### src/rtl/logic_processor_4_bit_if.sv
// logic_processor_4_bit_if: switch/button inputs and register outputs of the logic processor
interface logic_processor_4_bit_if #(parameter int WIDTH = 4);
    logic [WIDTH-1:0] D;
    logic             Load_A;
    logic             Load_B;
    logic [2:0]       F;
    logic [1:0]       R;
    logic             Execute;
    logic [WIDTH-1:0] A;
    logic [WIDTH-1:0] B;
    modport master (output D, Load_A, Load_B, F, R, Execute, input A, B);
    modport slave (input D, Load_A, Load_B, F, R, Execute, output A, B);
endinterface

### src/rtl/logic_processor_4_bit.sv
// logic_processor_4_bit: bit-serial logic unit over two shift registers; define LOGIC_PROC_SYNC_INPUTS_EN to synchronize Execute/Load_A/Load_B
module logic_processor_4_bit #(parameter int WIDTH = 4) (
    input logic CLK,
    input logic Reset,
    logic_processor_4_bit_if.slave bus
);
    typedef enum logic [1:0] {IDLE, SHIFT, HOLD} state_t;
    localparam int CW = $clog2(WIDTH);
    state_t state, state_next;
    logic [CW-1:0] count;
    logic [WIDTH-1:0] reg_a, reg_b;
    logic execute, load_a, load_b, bit_a, bit_b, base, f, in_a, in_b, last;
`ifdef LOGIC_PROC_SYNC_INPUTS_EN
    logic [1:0] sync_exec, sync_la, sync_lb;
    // two-flop synchronizers for the button-driven controls
    always_ff @(posedge CLK) begin
        if (Reset) begin
            sync_exec <= '0;
            sync_la <= '0;
            sync_lb <= '0;
        end else begin
            sync_exec <= {sync_exec[0], bus.Execute};
            sync_la <= {sync_la[0], bus.Load_A};
            sync_lb <= {sync_lb[0], bus.Load_B};
        end
    end
    assign execute = sync_exec[1];
    assign load_a = sync_la[1];
    assign load_b = sync_lb[1];
`else
    assign execute = bus.Execute;
    assign load_a = bus.Load_A;
    assign load_b = bus.Load_B;
`endif
    assign bit_a = reg_a[0];
    assign bit_b = reg_b[0];
    assign last = count == CW'(WIDTH - 1);
    // F[2] inverts the base function: AND/OR/XOR/ONE become NAND/NOR/XNOR/ZERO
    always_comb begin
        base = F_base(bus.F[1:0], bit_a, bit_b);
        f = bus.F[2] ^ base;
        in_a = bus.R == 2'b10 ? f : bus.R == 2'b11 ? bit_b : bit_a;
        in_b = bus.R == 2'b01 ? f : bus.R == 2'b11 ? bit_a : bit_b;
    end
    function automatic logic F_base(input logic [1:0] sel, input logic a, input logic b);
        return sel[1] ? (sel[0] ? 1'b1 : a ^ b) : (sel[0] ? a | b : a & b);
    endfunction
    // HOLD waits for Execute release so a held button cannot retrigger
    always_comb begin
        state_next = state;
        state_next = state == IDLE ? (execute ? SHIFT : IDLE) :
                     state == SHIFT ? (last ? (execute ? HOLD : IDLE) : SHIFT) :
                     (execute ? HOLD : IDLE);
    end
    // registers shift while in SHIFT, otherwise accept parallel loads
    always_ff @(posedge CLK) begin
        if (Reset) begin
            state <= IDLE;
            count <= '0;
            reg_a <= '0;
            reg_b <= '0;
        end else begin
            state <= state_next;
            if (state == SHIFT) begin
                reg_a <= {in_a, reg_a[WIDTH-1:1]};
                reg_b <= {in_b, reg_b[WIDTH-1:1]};
                count <= last ? '0 : count + 1'b1;
            end else begin
                count <= '0;
                if (load_a) reg_a <= bus.D;
                if (load_b) reg_b <= bus.D;
            end
        end
    end
    assign bus.A = reg_a;
    assign bus.B = reg_b;
endmodule

### src/flat_wrapper.sv
// flat-port wrapper written by rule: the top's interface ports become plain ports
module logic_processor_4_bit_flat 
#(parameter int WIDTH = 4)
  (CLK, Reset, bus_D, bus_Load_A, bus_Load_B, bus_F, bus_R, bus_Execute, bus_A, bus_B);
  logic_processor_4_bit_if #(.WIDTH(WIDTH)) bus_i ();
  input logic CLK;
  input logic Reset;
  input wire logic [$bits(bus_i.D)-1:0] bus_D;
  input wire logic [$bits(bus_i.Load_A)-1:0] bus_Load_A;
  input wire logic [$bits(bus_i.Load_B)-1:0] bus_Load_B;
  input wire logic [$bits(bus_i.F)-1:0] bus_F;
  input wire logic [$bits(bus_i.R)-1:0] bus_R;
  input wire logic [$bits(bus_i.Execute)-1:0] bus_Execute;
  output wire logic [$bits(bus_i.A)-1:0] bus_A;
  output wire logic [$bits(bus_i.B)-1:0] bus_B;
  assign bus_i.D = bus_D;
  assign bus_i.Load_A = bus_Load_A;
  assign bus_i.Load_B = bus_Load_B;
  assign bus_i.F = bus_F;
  assign bus_i.R = bus_R;
  assign bus_i.Execute = bus_Execute;
  assign bus_A = bus_i.A;
  assign bus_B = bus_i.B;
  logic_processor_4_bit #(.WIDTH(WIDTH)) u_core (.CLK(CLK), .Reset(Reset), .bus(bus_i));
endmodule
### config.mk
export PLATFORM = sky130hd
export DESIGN_NAME = logic_processor_4_bit_flat
export DESIGN_NICKNAME = d
export VERILOG_FILES = /design/src/rtl/logic_processor_4_bit_if.sv /design/src/rtl/logic_processor_4_bit.sv /design/src/flat_wrapper.sv
export SDC_FILE = /design/constraint.sdc
export NUM_CORES = 1
export LEC_CHECK = 0
export CORE_AREA = 2 2 41 43
export CTS_CLUSTER_SIZE = 30
export DETAILED_ROUTE_END_ITERATION = 10
export DIE_AREA = 0 0 43 45
export GPL_TIMING_DRIVEN = 0
export HOLD_SLACK_MARGIN = 0.1
export PLACE_DENSITY_LB_ADDON = 0.08
export SLEW_MARGIN = 20
export SYNTH_ARGS = -nofsm -noshare
export SYNTH_HDL_FRONTEND = slang
export SYNTH_SLANG_ARGS = --single-unit
### constraint.sdc
create_clock -name CLK -period 2.27 [get_ports CLK]
set_input_delay 0.3405 -clock CLK [delete_from_list [all_inputs] [get_ports CLK]]
set_output_delay 0.3405 -clock CLK [all_outputs]
set_load 0.01 [all_outputs]
==> flow_summary.json <==
{
  "status": "completed",
  "hold_violations": 0,
  "hold_buffers": 0,
  "vdd_drop_max_mv": 0.375,
  "avgSynthCellArea_um2": 9.73,
  "post-place-cells": 101,
  "nFillCells": 147,
  "grt_max_degree": 11,
  "initial_core_util_pct": 43.6,
  "met3_wirelength_um": 60,
  "cp.buffers_inverters": 1,
  "post-cts-setup-buffers": 0,
  "fin_crit_ps": 1580,
  "place.gp.congestion": 0.696,
  "grt_antenna_before_repair": 0,
  "rsz0062_at_grt": "no",
  "fin_worst_skew_ps": 0.648,
  "setup_viol": 0,
  "cp_slowest_cell": "clkdlybuf4s50_1",
  "max_freq_mhz": 632,
  "track_usage_pct": 15.4,
  "antenna_left": 0,
  "yosysWarnings": 0,
  "drv_slew": 0,
  "synthTopCellsByArea": "dfxtp_1 (37%), mux2i_1 (16%), a211oi_1 (8.2%), ha_1 (5.8%), buf_6 (3.5%)",
  "syn-cell-area_um2": 642,
  "hold_ws_ps": 428,
  "drv_cap": 0,
  "first_pass_iters": 2,
  "min_period_over_period_pct": 69.7,
  "ys_types": 21,
  "pin_count": 22,
  "coreArea_um2": 1470,
  "ctsResizeCount": 0,
  "cts_tree": "done",
  "start_kind": "register",
  "numCtsBuffers": 3,
  "met2WireLength_um": 583,
  "path_cells": "clkdlybuf4s50_1",
  "synthCells": 66,
  "cp_top_family": "buffers and inverters",
  "slew_headroom_pct": 70.4,
  "ys_seq_elements": 12,
  "leakage_uw": 0.000350,
  "yosysTopAreaCellShare_pct": 37.4,
  "wl_per_cell_um": 12.8,
  "highest_layer": "met4",
  "synth.net_count": 83,
  "area_delta_synth_final_pct": 38.4,
  "root_buffer": "clkbuf_4",
  "grt_overflow_total": 0,
  "cp.arrival_ps": 1240,
  "numPortBuffers": 19,
  "worstMarginPinSlew_ps": 444,
  "vias": 575,
  "cp.required_ps": 1930,
  "die_area_um2": 1940,
  "cts.clk_slew.worst_paths_ps": 70,
  "routed_via_density": 5.48,
  "setup-tns-final_ps": 0,
  "diodes": 0,
  "htree_levels": 1,
  "worstSetupPathType": "reg2out",
  "grt_first_pass_wirelength_um": 2210,
  "rows": 14,
  "grt_pass1_vias": 525,
  "drt_wl_total_um": 1340,
  "clock_sinks": 12,
  "seq_area_frac_synth_pct": 37.4,
  "yosys.area.top_type": "dfxtp_1",
  "power_density_nw_per_um2": 598,
  "hold_class": "reg2reg",
  "fin_cells": 105,
  "cts.path.max_buffers": 2,
  "drtIter0Drc": 5,
  "clkLatencyLatePin_ps": 260,
  "die_h_um": 45,
  "drc": 0,
  "path_max_fanout": 6,
  "nets": 107,
  "max_stage_delay_ps": 570,
  "wl_met1_um": 676,
  "hpwl_um": 1000,
  "drive_gt1_share_pct": 6.74,
  "die_w_um": 43,
  "cp-end-kind": "primary output"
}
==> registers in the layout, summed over array words and instances, names as in the netlist <==
register      flops
u_core.bus.B      4
u_core.count      2
u_core.state      2
u_core.bus.A      4
==> per-layer routing <==
layer  vias to the layer above  GRT usage, %
li1                        291             -
met1                       267          20.2
met2                        15          23.3
met3                         2          3.60
met4                         0          9.09
met5                         -             0
==> logic make-up after synthesis <==
logic type / count (synthesis) / synth area share [%]
AO/OA/AOI/OAI: 13 / 14.8
multiplexers: 10 / 15.6
buffers and inverters: 8 / 7.02
adder cells (fa/ha/maj): 3 / 5.85
AND/OR/NAND/NOR: 18 / 16.6
XOR/XNOR: 2 / 2.73
flip-flops: 12 / 37.4
==> synthesized netlist by cell type <==
master    instances
dfxtp_1          12
inv_1             3
nand2b_1          1
ha_1              3
clkbuf_1          3
nand3_1           1
nor2_1            6
a221oi_1          2
xnor2_1           2
nor2b_1           2
nor3_1            1
nor3b_1           3
a21oi_1           2
buf_6             2
o21ai_0           1
a211oi_1          7
mux2i_1          10
nor4b_1           1
nor4_1            1
a311o_1           1
nand4b_1          2
==> final timing paths <==
check                                     start              end  slack, ps  depth (start not counted)
worst max register to register  u_core.bus.A[0]  u_core.bus.A[3]        710                          6
worst min register to register  u_core.count[0]  u_core.count[0]        430                          1
worst min-delay path            u_core.count[0]  u_core.count[0]        430                          1
worst max-delay path            u_core.bus.B[0]         bus_B[0]        690                          1
==> cells in the final DEF, fill, tap and decap left out <==
cell             instances
clkbuf_8                 1
nand2b_1                 1
nor2_1                   6
inv_1                    3
nand3_1                  1
nor4b_1                  1
a311o_1                  1
ha_1                     3
dfxtp_1                 12
nor3b_1                  3
xnor2_1                  2
nand4b_1                 2
mux2i_1                 10
clkbuf_1                 3
clkdlybuf4s50_1         19
nor3_1                   1
a211oi_1                 7
nor2b_1                  2
a21oi_1                  2
a221oi_1                 2
nor4_1                   1
buf_6                    2
clkbuf_4                 3
o21ai_0                  1
==> layout make-up <==
class	instances	area (um2)	share of cell area, %
tap	16	20.0	2.25
multi-input combinational	46	357	40.1
buffer	5	33.8	3.80
clock buffer	4	36.3	4.08
sequential	12	240	27.0
timing repair buffer	19	190	21.4
inverter	3	11.3	1.27
==> where the power goes <==
part,internal [uW],switching [uW]
registers,226,13.7
logic,73.6,53.2
clock network,97.3,66.9
==> stage by stage <==
stage | power, uW | area, um2 | utilization (%) | setup slack [ps]
4_1_cts | 538 | 888 | 60.4 | 663
3_5_place_dp | 372 | 852 | 57.9 | 553
6_report | 531 | 888 | 60.4 | 687
2_1_floorplan | 309 | 642 | - | 771
3_3_place_gp | 371 | 852 | 57.9 | 546
5_1_grt | 558 | 888 | 60.4 | 554
No activity file was read; power rests on OpenSTA's default activity.
